==> config.mk <==
export PLATFORM = sky130hd
export DESIGN_NAME = hazard_scoreboard
export DESIGN_NICKNAME = d
export VERILOG_FILES = /design/src/rtl/hazard_scoreboard.sv
export SDC_FILE = /design/constraint.sdc
export NUM_CORES = 1
export LEC_CHECK = 0
export ABC_CLOCK_PERIOD_IN_PS = 3000
export CAP_MARGIN = 15
export CORE_MARGIN = 3
export CORE_UTILIZATION = 46
export DETAILED_ROUTE_END_ITERATION = 8
export PLACE_DENSITY = 0.83
export SLEW_MARGIN = 5
export SYNTH_ARGS = -nofsm -noshare
export SYNTH_HDL_FRONTEND = slang
export SYNTH_SLANG_ARGS = --single-unit
==> constraint.sdc <==
create_clock -name clk -period 3 [get_ports clk]
set_input_delay 0.3 -clock clk [delete_from_list [all_inputs] [get_ports clk]]
set_output_delay 0.3 -clock clk [all_outputs]
set_load 0.01 [all_outputs]
==> src/rtl/hazard_scoreboard.sv <==
// Scoreboard-driven hazard unit for the 5-stage pipeline: Tuse/Tnew stall and forward
// decisions, a multiply/divide busy tracker and a saturating stall-cycle counter.
module hazard_scoreboard #(
    parameter int REG_AW      = 5,
    parameter int TW          = 2,
    parameter int MULT_CYCLES = 5,
    parameter int DIV_CYCLES  = 10,
    parameter int CNT_W       = 32
) (
    input  logic              clk,
    input  logic              reset,
    input  logic [REG_AW-1:0] D_rs,
    input  logic [REG_AW-1:0] D_rt,
    input  logic [TW-1:0]     D_TuseRs,
    input  logic [TW-1:0]     D_TuseRt,
    input  logic              D_isMD,
    input  logic [REG_AW-1:0] E_rs,
    input  logic [REG_AW-1:0] E_rt,
    input  logic [REG_AW-1:0] E_wa,
    input  logic [TW-1:0]     E_Tnew,
    input  logic [REG_AW-1:0] M_rt,
    input  logic [REG_AW-1:0] M_wa,
    input  logic [TW-1:0]     M_Tnew,
    input  logic [REG_AW-1:0] W_wa,
    input  logic              E_mdStart,
    input  logic              E_isDiv,
    output logic              enableIFU,
    output logic              enableD,
    output logic              clearE,
    output logic [1:0]        DrsSel,
    output logic [1:0]        DrtSel,
    output logic [1:0]        ErsSel,
    output logic [1:0]        ErtSel,
    output logic [1:0]        MrtSel,
    output logic              mduBusy,
    output logic [CNT_W-1:0]  stallCount
);

    localparam int MDW = $clog2(DIV_CYCLES + 1);
    localparam logic [TW-1:0] TUSE_NONE = '1;

    typedef enum logic [1:0] {
        SEL_NONE = 2'd0,
        SEL_E    = 2'd1,
        SEL_M    = 2'd2,
        SEL_W    = 2'd3
    } fwdSel_e;

    logic [MDW-1:0] mdCount;
    logic           stallRs;
    logic           stallRt;
    logic           stallMd;
    logic           stall;

    // Register $0 is hardwired, so a zero source never matches any writer.
    function automatic logic hits(input logic [REG_AW-1:0] wa, input logic [REG_AW-1:0] src);
        return (src != '0) && (wa == src);
    endfunction

    // Stall when a producer in E or M delivers later than the consumer needs it.
    function automatic logic needsStall(
        input logic [REG_AW-1:0] src, input logic [TW-1:0] tuse,
        input logic [REG_AW-1:0] eWa, input logic [TW-1:0] eTnew,
        input logic [REG_AW-1:0] mWa, input logic [TW-1:0] mTnew
    );
        return (tuse != TUSE_NONE) &&
               ((hits(eWa, src) && (tuse < eTnew)) || (hits(mWa, src) && (tuse < mTnew)));
    endfunction

    function automatic fwdSel_e dSel(
        input logic [REG_AW-1:0] src,
        input logic [REG_AW-1:0] eWa, input logic [TW-1:0] eTnew,
        input logic [REG_AW-1:0] mWa, input logic [TW-1:0] mTnew,
        input logic [REG_AW-1:0] wWa
    );
        if (hits(eWa, src) && (eTnew == '0))      return SEL_E;
        else if (hits(mWa, src) && (mTnew == '0)) return SEL_M;
        else if (hits(wWa, src))                  return SEL_W;
        return SEL_NONE;
    endfunction

    always_comb begin
        stallRs   = needsStall(D_rs, D_TuseRs, E_wa, E_Tnew, M_wa, M_Tnew);
        stallRt   = needsStall(D_rt, D_TuseRt, E_wa, E_Tnew, M_wa, M_Tnew);
        stallMd   = D_isMD && (E_mdStart || mduBusy);
        stall     = stallRs || stallRt || stallMd;
        enableIFU = !stall;
        enableD   = !stall;
        clearE    = stall;
    end

    // E and M reuse the D chain with the stages above them masked off.
    always_comb begin
        DrsSel = dSel(D_rs, E_wa, E_Tnew, M_wa, M_Tnew, W_wa);
        DrtSel = dSel(D_rt, E_wa, E_Tnew, M_wa, M_Tnew, W_wa);
        ErsSel = dSel(E_rs, '0, '0, M_wa, M_Tnew, W_wa);
        ErtSel = dSel(E_rt, '0, '0, M_wa, M_Tnew, W_wa);
        MrtSel = dSel(M_rt, '0, '0, '0, '0, W_wa);
    end

    // NOTE: state registers use non-blocking assignments so every flop samples pre-edge values.
    always_ff @(posedge clk) begin
        if (!reset) begin
            mdCount    <= '0;
            stallCount <= '0;
        end else begin
            if (E_mdStart)
                mdCount <= E_isDiv ? MDW'(DIV_CYCLES) : MDW'(MULT_CYCLES);
            else if (mdCount != '0)
                mdCount <= mdCount - MDW'(1);

            if (stall && (stallCount != '1))
                stallCount <= stallCount + CNT_W'(1);
        end
    end

    assign mduBusy = (mdCount != '0);

endmodule

Word-level counts from Yosys, hierarchy flattened
Index checks and enable logic that the tools add are counted.
Cells by class
  add/sub/neg operators: 2
  magnitude comparators: 4
  eq/ne operators: 14
  mux-type cells: 36
  reduce and logical (&&, ||, !) cells: 46
Operators by type and width (count)
  $eq A5 B5 Y1: 11
  $mux W2: 19
  $add A32 B1 Y32 const B: 1
  $ne A32 B32 Y1 const B: 1
  $logic_and A1 B1 Y1: 28
  $reduce_bool A5 Y1: 5
  $logic_not A5 Y1: 3
  $mux W1: 14
  $mux W4: 3
  $lt A2 B2 Y1: 4
  $logic_or A1 B1 Y1: 5
  $logic_not A2 Y1: 2
  $ne A2 B2 Y1 const B: 2
  $reduce_bool A4 Y1: 1
  $sub A4 B1 Y4 const B: 1
  $reduce_bool A2 Y1: 1
  $logic_not A1 Y1: 1
Storage, ports and cells
  bits in registers: 36
  input port bits: 53
  output and inout bits: 46

Depth between registers and ports, before layout
  depth in word-level cells: 8
  gate-level depth with buffers: 11
  gate-level depth less buffers: 9

Worst setup path after synthesis
No wires, ideal clock.
  path type: input port to output port
  start: input M_wa[3]
  end: output enableIFU
  arrival: 2.171 ns
  data required time: 2.700 ns
  path slack: 0.529 ns
  stages: 9
  buffers on the path: 4
  cells stage by stage: xnor2_1 nand3_1 or4_1 or3_1 and4_4 buf_6 buf_6 clkbuf_1 buf_4
Between the ends
  word-level cells in the longest chain between the ends: 8
  elaborated cells on any way between the ends: 13
  classes of those cells: 2 x eq/ne; 11 x reduce/logical
RTL lines
  from (decl): RTL line 22  | input logic [REG_AW-1:0] M_wa,
  $eq A5 B5 Y1: RTL line 57  | return (src != '0) && (wa == src);
  $logic_and A1 B1 Y1: RTL line 57
  $logic_and A1 B1 Y1: RTL line 67  | ((hits(eWa, src) && (tuse < eTnew)) || (hits(mWa, src) && (tuse < mTnew)));
  $logic_or A1 B1 Y1: RTL line 67
  $logic_and A1 B1 Y1: RTL line 66  | return (tuse != TUSE_NONE) &&
  $logic_or A1 B1 Y1 (*) (2 in series): RTL line 86  | stall = stallRs || stallRt || stallMd;
  $logic_not A1 Y1 (*)
  to (decl): RTL line 27  | output logic enableIFU,
Every way passes the cells marked *; elsewhere a longest branch is shown, timed or not.

Final worst setup path
  start: input D_rs[1]
  end: output enableD
Between the ends
  word-level cells in the longest chain between the ends: 8
  elaborated cells on any way between the ends: 12
  classes of those cells: 2 x eq/ne; 10 x reduce/logical
RTL lines
  from (decl): RTL line 12  | input logic [REG_AW-1:0] D_rs,
  $eq A5 B5 Y1 or $reduce_bool A5 Y1 (tied branches): RTL line 57
  $logic_and A1 B1 Y1: RTL line 57
  $logic_and A1 B1 Y1: RTL line 67
  $logic_or A1 B1 Y1 (*): RTL line 67
  $logic_and A1 B1 Y1 (*): RTL line 66
  $logic_or A1 B1 Y1 (*) (2 in series): RTL line 86
  $logic_not A1 Y1 (*): RTL line 88  | enableD = !stall;
  to (decl): RTL line 28  | output logic enableD,
Marked as above.

==> results.py <==
metrics = {
    "die": {
        "die_x_um": 85.65,
        "start_util_pct": 48.42,
        "core_um2": 6026,
        "ioPinCount": 99,
        "dieHeight_um": 85.65,
        "die-area_um2": 7335,
        "row_count": 28,
    },
    "sta": {
        "hold_ws_ps": 489.4,
        "post-route-period-util_pct": 96.25,
        "setup_viol": 0,
        "hold_viol": 0,
        "max_clock_freq_mhz": 346.3,
        "finalClockSkew_ps": 6.977,
        "slew_headroom_pct": 67.18,
        "period_needed_ps": 2888,
        "rsz0062_at_grt": "false",
        "tightest_slew_ps": 487.8,
        "slew_violations": 0,
    },
    "detailed_routing": {
        "drc": 0,
        "via_count": 3132,
        "first_pass_iters": 4,
        "avgRoutedWirePerCell_um": 14.66,
        "ant_nets": 0,
        "wirelength_um": 8256,
        "drt_iter0_markers": 139,
        "vias_per_cell": 5.563,
    },
    "min_path": {
        "worstHoldStart": "stallCount[19]$_SDFFE_PN0P_",
        "whs_endpoint": "stallCount[19]$_SDFFE_PN0P_",
        "hold_path_depth": 2,
        "hold_class": "reg2reg",
    },
    "final_layout": {
        "final_util_pct": 69.73,
        "finalNonFillerCells": 563,
        "area_growth_pct": 44.00,
        "nets": 548,
        "fillers": 490,
        "diodes": 0,
        "drive_gt1_share_pct": 8.402,
    },
    "setup_path": {
        "critical_path_arrival_ps": 2590,
        "r2r-start": "stallCount[6]$_SDFFE_PN0P_",
        "worst-setup-path-type": "in2out",
        "rr_worst_depth": 8,
        "path_cells": "clkdlybuf4s50_1 -> xnor2_1 -> nand3_1 -> or4_4 -> or3_1 -> and4_4 -> buf_12 -> dlygate4sd2_1",
        "timing.reg2reg.setup_slack_ps": 710,
        "r2r-end": "stallCount[18]$_SDFFE_PN0P_",
        "slowest_delay_ps": 530,
        "critPathRequiredTime_ps": 2700,
        "worstSetupEndpointType": "output pin",
        "slowest_stage": "clkdlybuf4s50_1",
        "path_max_fanout": 10,
        "startpoint_type": "input port",
    },
    "synth": {
        "async_flop_share_pct": 0,
        "synthTopCellsByCount": "36 x dfxtp_1, 33 x nand2_1, 30 x xor2_1",
        "synth_most_common_cell": "dfxtp_1",
        "syn-num-nets": 434,
        "synth_area_leaders": "dfxtp_1 25%, xor2_1 9.0%, xnor2_1 8.1%, mux2i_1 6.5%, nand2b_1 5.4%",
        "synth_enable_flop_cells": 0,
        "synth_top_family_by_area": "simple AND/OR/NAND/NOR gates",
        "ys_seq_area_share_pct": 24.70,
        "syn_inst": 374,
        "synth_compound_area_share_pct": 9.648,
        "yosysUniqueCellTypes": 38,
        "yosys_warnings": 0,
        "synthAdderAreaFrac_pct": 3.002,
        "ys_ff_latch": 36,
        "yosysTopAreaCell": "dfxtp_1",
        "muxShareOfSynthArea_pct": 6.518,
        "avgSynthCellArea_um2": 7.802,
        "synth-xor-area-share_pct": 17.11,
        "synth-simple-area-share_pct": 34.13,
        "synth_top_area_share_pct": 24.70,
        "synth_flop_cell": "dfxtp_1",
        "synth_area_um2": 2918,
    },
    "run": {
        "maxCapViolCount": 0,
    },
    "clock_tree": {
        "worstSkewPairLatency_ps": 290,
        "postCtsSetupRepairBufs": 0,
        "cts_buffers": 5,
        "cts_tree": "built",
        "htree_levels": 2,
        "cts-root-buf": "clkbuf_8",
        "clk_pin_slew_ps": 60,
        "clock-sinks": 36,
        "cts.path.max_buffers": 2,
    },
    "global_route": {
        "overflow": 0,
        "grt_util_all_layers_pct": 23.40,
        "grt_antenna_before_repair": 0,
        "grt_pass1_wl_um": 14100,
        "grt_max_degree": 43,
        "first_global_vias": 3184,
    },
    "pwr": {
        "p_leak_nw": 1.537,
        "ir_worst_vdd_v": 0.0002461,
        "cellPowerDensity_nw_per_um2": 287.1,
    },
    "placement": {
        "io_buffers": 98,
        "dp.cells": 556,
        "hpwl_um": 6689,
        "gp_congestion": 0.9106,
    },
    "status": {
        "status": "finished clean",
    },
}
-- how the worst max path moves through the flow --
stage             from                     endpoint  slack (ps)  depth (start not counted)
3_3_place_gp   M_wa[2]  stallCount[30]$_SDFFE_PN0P_         -80                          9
4_1_cts        D_rs[1]                    enableIFU         120                          8
3_5_place_dp   D_rs[1]  stallCount[30]$_SDFFE_PN0P_        -130                          9
2_1_floorplan  M_wa[3]                    enableIFU         530                          9
5_1_grt        D_rs[1]                      enableD           4                          8
6_report       D_rs[1]                      enableD         110                          8
-- sequential cells by signal, indices dropped and copies added (netlist names) --
signal / cells
mdCount: 4
stallCount: 32
-- kinds of logic after synthesis --
kind of cell	count (synthesis)
compound gates	44
fa+ha+maj	7
simple gates	181
xor+xnor	57
mux	19
flops	36
buf+inv	30
-- final cells by class --
class / instances / area [µm²] / area share [%]
well taps: 75 / 93.84 / 2.233
inverters: 9 / 33.78 / 0.8040
repair buffers: 128 / 1217 / 28.98
clock inverters: 1 / 5.005 / 0.1191
multi-input cells: 308 / 2058 / 48.99
flip-flops and latches: 36 / 720.7 / 17.15
clock buffers: 6 / 72.57 / 1.727
-- timing repair --
action                     4_1_cts  5_1_grt
setup endpoints to repair        3        1
hold endpoints to repair         0        0
resized for setup                4        1
hold buffers                     0        0
-- metal layers --
| layer | up-vias | GRT usage, % | share of wire, % |
|---|---|---|---|
| li1 | 1557 | - | - |
| met1 | 1456 | 28.36 | 44 |
| met2 | 106 | 40.54 | 48 |
| met3 | 13 | 5.379 | 6.7 |
| met4 | 0 | 8.058 | 1.7 |
| met5 | - | 0 | 0 |
-- worst max-delay path, delay by kind of cell --
family | cells | cell delay (ps)
xor+xnor | 1 | 140
buf+inv | 3 | 940
simple gates | 4 | 1200
-- cells in the final DEF, fill, tap and decap left out, drive strengths merged, types with 14 or more instances in the layout --
cell and instances:
clkdlybuf4s50 94, dfxtp 36, nand2 33, xor2 30, buf 30, xnor2 27
nand2b 25, nand3 24, mux2i 19, nor3 15, nor4 15, nand4 14
and3 14
-- power breakdown --
part	switching [mW]	leakage, nW	total (mW)	internal, mW
Combinational	0.176	1.20	0.380	0.204
Clock	0.173	0.0410	0.331	0.158
Sequential	0.00814	0.291	0.495	0.487
Total	0.358	1.54	1.21	0.848
-- per-stage QoR --
| step | cell area, µm² | setup TNS, ps | worst slack, ps | power [mW] |
|---|---|---|---|---|
| after global placement | 4121 | -618.9 | -78.91 | 0.8754 |
| after global routing | 4202 | 0 | 3.556 | 1.271 |
| final | 4202 | 0 | 112.5 | 1.206 |
| after detailed placement | 4121 | -1324 | -134.1 | 0.8886 |
| after CTS | 4199 | 0 | 122.7 | 1.214 |
| after floorplan | 2918 | 0 | 529.2 | 0.6979 |
(Power assumes the default switching activity.)
